**src/rtl/dw_fifoctl_lat_s1.sv**
```systemverilog
// Single-clock FIFO controller sequencing a two-port latch RAM as a circular buffer.
// Generates RAM pointers/strobes, occupancy flags and overflow/underflow error.
module dw_fifoctl_lat_s1 #(
   parameter int unsigned depth      = 8,
   parameter int unsigned addr_width = 3,
   parameter int unsigned ae_level   = 2,
   parameter int unsigned af_level   = 2,
   parameter int unsigned err_mode   = 0
) (
   input  logic                  clk,
   input  logic                  rst_n,
   input  logic                  push_req_n,
   input  logic                  pop_req_n,
   output logic                  ram_cs_n,
   output logic                  ram_wr_n,
   output logic [addr_width-1:0] wr_addr,
   output logic [addr_width-1:0] rd_addr,
   output logic                  empty,
   output logic                  almost_empty,
   output logic                  half_full,
   output logic                  almost_full,
   output logic                  full,
   output logic                  error,
   output logic [addr_width:0]   word_count
);

   localparam int unsigned AW = addr_width;
   localparam int unsigned CW = addr_width + 1;

   localparam logic [AW-1:0] LAST_ADDR = AW'(depth - 1);
   localparam logic [CW-1:0] DEPTH_C   = CW'(depth);
   localparam logic [CW-1:0] AE_C      = CW'(ae_level);
   localparam logic [CW-1:0] HF_C      = CW'((depth + 1) / 2);
   localparam logic [CW-1:0] AF_C      = CW'(depth - af_level);

   logic [AW-1:0] wr_q, wr_d;
   logic [AW-1:0] rd_q, rd_d;
   logic [CW-1:0] cnt_q, cnt_d;
   logic          empty_q, empty_d;
   logic          ae_q, ae_d;
   logic          hf_q, hf_d;
   logic          af_q, af_d;
   logic          full_q, full_d;
   logic          err_q, err_d;

   logic          push_ok_c;
   logic          pop_ok_c;
   logic          viol_c;

   // Request acceptance from registered state; rst_n gating keeps strobes quiet in reset.
   assign push_ok_c = rst_n & ~push_req_n & (~full_q | ~pop_req_n);
   assign pop_ok_c  = ~pop_req_n & ~empty_q;
   assign viol_c    = (~push_req_n & full_q & pop_req_n) | (~pop_req_n & empty_q);

   // Write strobe is low only in the low clock phase, so the latch closes before wr_addr moves.
   assign ram_wr_n = clk | ~push_ok_c;
   assign ram_cs_n = ~(push_ok_c | ~empty_q);

   always_comb begin
      wr_d  = wr_q;
      rd_d  = rd_q;
      cnt_d = cnt_q;
      if (push_ok_c) begin
         wr_d = (wr_q == LAST_ADDR) ? '0 : wr_q + AW'(1);
      end
      if (pop_ok_c) begin
         rd_d = (rd_q == LAST_ADDR) ? '0 : rd_q + AW'(1);
      end
      case ({push_ok_c, pop_ok_c})
         2'b10:   cnt_d = cnt_q + CW'(1);
         2'b01:   cnt_d = cnt_q - CW'(1);
         default: cnt_d = cnt_q;
      endcase
   end

   // Flags follow the next count so they line up with word_count every cycle.
   always_comb begin
      empty_d = (cnt_d == '0);
      ae_d    = (cnt_d <= AE_C);
      hf_d    = (cnt_d >= HF_C);
      af_d    = (cnt_d >= AF_C);
      full_d  = (cnt_d == DEPTH_C);
      err_d   = (err_mode == 0) ? (err_q | viol_c) : viol_c;
   end

   always_ff @(posedge clk or negedge rst_n) begin
      if (!rst_n) begin
         wr_q    <= '0;
         rd_q    <= '0;
         cnt_q   <= '0;
         empty_q <= 1'b1;
         ae_q    <= 1'b1;
         hf_q    <= 1'b0;
         af_q    <= 1'b0;
         full_q  <= 1'b0;
         err_q   <= 1'b0;
      end else begin
         wr_q    <= wr_d;
         rd_q    <= rd_d;
         cnt_q   <= cnt_d;
         empty_q <= empty_d;
         ae_q    <= ae_d;
         hf_q    <= hf_d;
         af_q    <= af_d;
         full_q  <= full_d;
         err_q   <= err_d;
      end
   end

   assign wr_addr      = wr_q;
   assign rd_addr      = rd_q;
   assign word_count   = cnt_q;
   assign empty        = empty_q;
   assign almost_empty = ae_q;
   assign half_full    = hf_q;
   assign almost_full  = af_q;
   assign full         = full_q;
   assign error        = err_q;

endmodule

```
**config.mk**
```make
export PLATFORM = sky130hd
export DESIGN_NAME = dw_fifoctl_lat_s1
export DESIGN_NICKNAME = d
export VERILOG_FILES = /design/src/rtl/dw_fifoctl_lat_s1.sv
export SDC_FILE = /design/constraint.sdc
export NUM_CORES = 1
export LEC_CHECK = 0
export BUFFER_PORTS_ARGS = -buffer_cell sky130_fd_sc_hd__buf_2
export CAP_MARGIN = 10
export CORE_MARGIN = 1
export CORE_UTILIZATION = 45
export DETAILED_ROUTE_END_ITERATION = 16
export HOLD_SLACK_MARGIN = 0.05
export PLACE_DENSITY_LB_ADDON = 0.25
export REMOVE_ABC_BUFFERS = 1
export SYNTH_ARGS = -nofsm -noshare
export SYNTH_HDL_FRONTEND = slang
export SYNTH_SLANG_ARGS = --single-unit
```
**constraint.sdc**
```tcl
create_clock -name clk -period 4.5 [get_ports clk]
set_input_delay 1.125 -clock clk [delete_from_list [all_inputs] [get_ports clk]]
set_output_delay 1.125 -clock clk [all_outputs]
set_load 0.03 [all_outputs]
```
==> flow_summary.ini, run 1 <==
[yosys]
synth_cell_types = 32
ys_seq_area_share_pct = 48.57
ys_seq_elements = 16
syn-cell-area_um2 = 829.5
yosys_warnings = 0
synth_area_per_cell_um2 = 10.77
syn-instance-count = 77

[worst_setup_path]
crit_path_max_fanout = 2
rrSetupSlack_ns = 2.12
r2r-end = almost_empty
cp-startpoint = clk
worstSetupStartpointType = clock port
worstSetupEndpointType = primary output
slowest_delay_ns = 0.28
worstSetupPathType = clk2out
cp-endpoint = ram_wr_n
r2r_start = empty
cp_data_required_time_ns = 3.38
path_cells = clkbuf_4 -> clkbuf_4 -> or2_2 -> buf_2
crit_top_cell = clkbuf_4
rr_worst_depth = 8
slowest_stage = or2_2
worstPathArrival_ns = 2.93

[global_routing]
busiest_layer = met2
grt_first_pass_wirelength_um = 2456
antenna_found_initial = 0
grt_overflow = 0
grt_use_met3_pct = 9.600
grt_use_met1_pct = 20.21
grtUsageMet2_pct = 26.96
track_usage_pct = 18.37
grt_max_degree = 19
first_global_vias = 576

[place]
dp_hpwl_um = 1155
io_buffer_count = 21
gp_congestion = 0.7233

[drt]
first_iter_violations = 10
vias = 630
route.detailed.wl_per_inst_um = 11.78
wirelength_um = 1519
post-route-drc-count = 0
first_pass_iters = 3
vias_per_cell = 4.884
drtAntennaViolNets = 0

[floorplanning]
core_um2 = 1727
die_w_um = 44.94
die_area_um2 = 2019
num_rows = 15
die_h_um = 44.94
floorplan.initialDensity_pct = 48.04
pin_count = 22

[sta]
rsz0062_at_grt = false
whs_ns = 0.4824
worstMarginPinSlew_ns = 0.3791
finalSetupTns_ns = 0
final.setup_skew_ns = 0.0007299
finalSetupViolCount = 0
drv_slew = 0
finalHoldViolCount = 0
slew_headroom_pct = 74.67

[cells_and_area]
multiInputGateArea_um2 = 396.6
nFillCells = 171
seq_area_um2 = 402.9
nNetsFinal = 115
diodes = 0
layout_commonest_cell = buf_2
area_growth_pct = 22.17
layout_common_cells = buf_2 (21), dfrtp_1 (14), nand2_1 (11)
layout-drive-gt1-share_pct = 34.62

[clock_tree]
insertion_delay_ns = 0.39
ctsResizeCount = 0
path_clk_slew_ns = 0.09
post-cts-setup-buffers = 0
cts_tree = done
cts_hold_buf = 0

[status]
status = finished, final reports clean

[hold_path]
hold_class = reg2reg

[job]
maxCapViolations = 0
==> critical path, delay by kind of cell <==
family	cells	cell delay (ns)
simple gates	1	0.28
buf+inv	3	0.41
==> layout make-up <==
type	count	area share [%]
flip-flops and latches	16	39.75
multi-input cells	55	39.14
well taps	25	3.086
inverters	5	1.852
repair buffers	20	9.877
clock buffers	8	6.296
==> worst min path at each step <==
stage | from | endpoint | slack (ns) | cells past startpoint
after floorplan | error | error | 0.64 | 2
after global placement | error | error | 0.45 | 2
after detailed placement | error | error | 0.46 | 2
after CTS | error | error | 0.48 | 2
after global routing | error | error | 0.52 | 2
final | error | error | 0.48 | 2
==> routing by layer <==
metal	wire, um	up-vias
li1	-	316
met1	692	295
met2	737	17
met3	80	2
met4	9	0
met5	0	-
==> registers in the layout, indices dropped and copies added, names as in the netlist <==
register and cells:
word_count 4, rd_addr 3, wr_addr 3, almost_empty 1
almost_full 1, empty 1, error 1, full 1
half_full 1
==> stage by stage <==
step | area (um2) | util [%] | std cells | setup slack (ns)
4_1_cts | 1013 | 58.70 | 129 | 0.4394
3_3_place_gp | 954.7 | 55.29 | 122 | 0.6862
5_1_grt | 1013 | 58.70 | 129 | 0.4286
3_5_place_dp | 954.7 | 55.29 | 122 | 0.6862
6_report | 1013 | 58.70 | 129 | 0.4493
2_1_floorplan | 818.3 | - | 76 | 0.7592
==> synthesized netlist by cell type <==
cell      number  area, um2
or2_1          1      6.260
nand2_1       11      41.29
xnor3_1        1      22.52
o21ai_0        1      5.000
o21ai_1        1      5.000
xnor2_1        3      26.28
nand2b_1       2      12.51
nand3_1        1      5.000
inv_1          4      15.01
inv_2          1      3.750
nor2_4         1      11.26
buf_6          1      11.26
xor2_1         1      8.760
or2_2          1      6.260
and2_1         1      6.260
a21boi_1       1      7.510
nand3b_1       1      7.510
dfstp_2        2      52.55
and4b_1        1      10.01
nor3_1         5      25.02
nor2b_1        2      12.51
ha_1           6      75.07
a21oi_1        2      10.01
a31oi_1        1      6.260
nor2_1         2      7.510
mux2_2         3      33.78
o22ai_1        1      6.260
dfrtp_1       14      350.3
and3_1         1      6.260
nor4b_1        1      8.760
o31a_1         1      8.760
a21o_1         2      15.01
==> cells by family (layout without fill, tap and decap cells) <==
kind of cell / after synthesis / count (layout) / share of synthesized area [%]
multiplexers: 3 / 3 / 4.072
buffers and inverters: 6 / 33 / 3.619
adder cells (fa/ha/maj): 6 / 6 / 9.050
AO/OA/AOI/OAI: 10 / 10 / 7.692
AND/OR/NAND/NOR: 31 / 31 / 20.06
XOR/XNOR: 5 / 5 / 6.939
flip-flops: 16 / 16 / 48.57
Power of run 1 is left out: the tool's default activity adds up to more than one toggle a clock period on the data nets, which glitch-free logic cannot reach.
==> run 2: changes to the inputs <==
PLACE_DENSITY = 0.7   (was default)
PLACE_DENSITY_LB_ADDON = default   (was 0.25)
==> flow_summary.ini, run 2 (synthesized netlist as in run 1, its figures left out) <==
[hold_path]
hold_class = reg2reg

[place]
dp_hpwl_um = 1116
io_buffer_count = 21
dpl.cell_count = 122
gp_congestion = 0.7040
place_area_um2 = 954.7

[sta]
slew_headroom_pct = 74.27
finalSetupViolCount = 0
worstMarginPinSlew_ns = 0.3852
final.setup_skew_ns = 0.006616
finalSetupTns_ns = 0
whs_ns = 0.4766
rsz0062_at_grt = false
drv_slew = 0
finalHoldViolCount = 0

[cells_and_area]
layout_commonest_cell = buf_2
diodes = 0
area_growth_pct = 22.17
seq_area_um2 = 402.9
largest_register_ffs = 4
nFillCells = 172
final_cells = 129
nNetsFinal = 115
multiInputGateArea_um2 = 396.6
layout_common_cells = buf_2 (21), dfrtp_1 (14), nand2_1 (11)
post-route-cell-area_um2 = 1013
layout-drive-gt1-share_pct = 34.62

[worst_setup_path]
worstPathArrival_ns = 2.93
path_delay_family = buffers and inverters
critical_path_buf_inv_count = 3
worstSetupPathType = clk2out
crit_top_cell = clkbuf_4
path_cells = clkbuf_4 -> clkbuf_4 -> or2_2 -> buf_2
slowest_stage = or2_2
worstSetupStartpointType = clock port
crit_path_max_fanout = 2
cp_data_required_time_ns = 3.38
slowest_delay_ns = 0.27
worstSetupEndpointType = primary output

[global_routing]
grt_overflow = 0
antenna_found_initial = 0
grt_first_pass_wirelength_um = 2484
grt_max_degree = 19
first_global_vias = 586
track_usage_pct = 18.81

[clock_tree]
insertion_delay_ns = 0.39
cts_tree = done
ctsResizeCount = 0
cts_hold_buf = 0
path_clk_slew_ns = 0.09
post-cts-setup-buffers = 0

[status]
status = finished, final reports clean

[drt]
vias = 635
first_iter_violations = 7
vias_per_cell = 4.922
wirelength_um = 1508
drtAntennaViolNets = 0
first_pass_iters = 4
route.detailed.wl_per_inst_um = 11.69
post-route-drc-count = 0

[floorplanning]
die_w_um = 44.94
num_rows = 15
die_h_um = 44.94
core_um2 = 1727
pin_count = 22
die_area_um2 = 2019
floorplan.initialDensity_pct = 48.04

[job]
maxCapViolations = 0
## run 2: worst register-to-register path: stages (launching register included)
cell,delay [ns]
dfstp_2,0.57
or2_1,0.31
inv_2,0.11
ha_1,0.25
nor4b_1,0.32
nand3_1,0.12
a31oi_1,0.23
xnor2_1,0.24
inv_1,0.10
nor2_1,0.12
## run 2: layout make-up
type                    instances  area share (%)
clock buffers                   8           6.296
multi-input cells              55           39.14
repair buffers                 20           9.877
flip-flops and latches         16           39.75
well taps                      25           3.086
inverters                       5           1.852
## run 2: worst paths after layout
path | end | startpoint | cells after the start | slack [ns]
max | ram_wr_n | clk | 4 | 0.45
min | error | error | 2 | 0.48
max reg2reg | empty | empty | 9 | 2.07
min reg2reg | error | error | 2 | 0.48
max in group asynchronous | empty | rst_n | 1 | 3.55
min in group asynchronous | rd_addr[0] | rst_n | 1 | 0.63
## run 2: routing by layer
layer / share of wire [%] / GRT usage (%) / vias to the layer above
met5: 0 / 0 / -
met4: 1.3 / 13.33 / 0
met3: 5.0 / 11.60 / 3
met2: 49 / 27.25 / 18
met1: 45 / 20.00 / 296
li1: - / - / 318
## run 2: metrics by stage
stage / util (%) / setup WS, ns
after floorplan: - / 0.7592
after global placement: 55.29 / 0.6862
after detailed placement: 55.29 / 0.6862
after CTS: 58.70 / 0.4378
after global routing: 58.70 / 0.4257
final: 58.70 / 0.4463
Power of run 2 is left out for the same reason.
==> run 3: changes to the inputs <==
CORE_UTILIZATION = 50   (was 45)
PLACE_DENSITY = 0.75   (was 0.7)
==> flow_summary.ini, run 3 (synthesized netlist as in run 1, its figures left out) <==
[cells_and_area]
diodes = 0
nNetsFinal = 116
largest_register_ffs = 4
layout-drive-gt1-share_pct = 35.24
final_cells = 121
layout_commonest_cell = buf_2
layout_common_cells = buf_2 (21), dfrtp_1 (14), nand2_1 (11)
area_growth_pct = 21.72
post-route-cell-area_um2 = 1010

[hold_path]
hold_path_end = error
hold_class = reg2reg
worstHoldStart = error
whs_path_depth = 2

[worst_setup_path]
slowest_delay_ns = 0.27
worstSetupStartpointType = clock port
worstSetupEndpointType = primary output
path_cells = clkbuf_4 -> clkbuf_4 -> or2_2 -> buf_2
rrSetupSlack_ns = 2.10
r2r-end = empty
worstPathArrival_ns = 2.94
r2r_start = empty
crit_path_max_fanout = 2
cp_data_required_time_ns = 3.38
rr_worst_depth = 9
worstSetupPathType = clk2out
crit_top_cell = clkbuf_4
critical_path_buf_inv_count = 3
slowest_stage = or2_2
path_delay_family = buffers and inverters

[sta]
finalSetupViolCount = 0
rsz0062_at_grt = false
final.setup_skew_ns = 0.005740
finalHoldViolCount = 0
drv_slew = 0
timing.final.ws_setup_ns = 0.4395
finalSetupTns_ns = 0
slew_headroom_pct = 73.35
worstMarginPinSlew_ns = 0.3989

[drt]
vias_per_cell = 5.347
first_iter_violations = 11
first_pass_iters = 4
wirelength_um = 1531
drtAntennaViolNets = 0
route.detailed.wl_per_inst_um = 12.65
post-route-drc-count = 0
vias = 647

[place]
gp_congestion = 0.7477
io_buffer_count = 21
dpl.cell_count = 114
place_area_um2 = 950.9
pre_cts_ws_ns = 0.6862
dp_hpwl_um = 1124

[global_routing]
grt_max_degree = 18
track_usage_pct = 20.67
grt_first_pass_wirelength_um = 2518
first_global_vias = 597
grt_overflow = 0
antenna_found_initial = 0

[floorplanning]
floorplan.initialDensity_pct = 54.43
num_rows = 14
die_w_um = 42.73
core_um2 = 1524
die_area_um2 = 1826
die_h_um = 42.73
pin_count = 22

[clock_tree]
ctsResizeCount = 0
post-cts-setup-buffers = 0
cts_tree = done
insertion_delay_ns = 0.39
path_clk_slew_ns = 0.10
cts_hold_buf = 0

[status]
status = finished, final reports clean

[job]
maxCapViolations = 0
==> run 3: changes by cell type in the layout (fill, tap and decap cells not counted), sizes merged <==
cell,delta
buf,+1
==> run 3: worst min-delay path: cells and delay by family, from the launching register on <==
| family | cells | cell delay (ns) |
|---|---|---|
| compound gates | 2 | 0.10 |
| flops | 1 | 0.36 |
==> run 3: metrics by stage <==
stage          hold WS [ns]  utilization [%]
2_1_floorplan        0.6377                -
3_3_place_gp         0.4800            62.40
3_5_place_dp         0.4784            62.40
4_1_cts              0.5009            66.26
5_1_grt              0.5098            66.26
6_report             0.4963            66.26
==> run 3: layer usage <==
metal | wire [um] | GRT usage, % | vias up
met5 | 0 | 0 | -
met1 | 700 | 22.95 | 309
met4 | 24 | 15.63 | 0
li1 | - | - | 318
met3 | 75 | 11.91 | 4
met2 | 731 | 28.79 | 16
==> run 3: how the worst max path moves through the flow <==
stage | from | end | slack [ns] | depth (start not counted)
3_3_place_gp | clk | ram_wr_n | 0.69 | 2
4_1_cts | clk | ram_wr_n | 0.43 | 4
6_report | clk | ram_wr_n | 0.44 | 4
5_1_grt | clk | ram_wr_n | 0.41 | 4
3_5_place_dp | clk | ram_wr_n | 0.69 | 2
2_1_floorplan | clk | ram_wr_n | 0.76 | 1
==> run 3: final cells by class <==
type,instances,area (um2)
well taps,16,20.02
repair buffers,21,107.6
flip-flops and latches,16,402.9
multi-input cells,55,396.6
inverters,5,18.77
fillers,123,514.2
clock buffers,8,63.81
Power of run 3 is left out for the same reason.
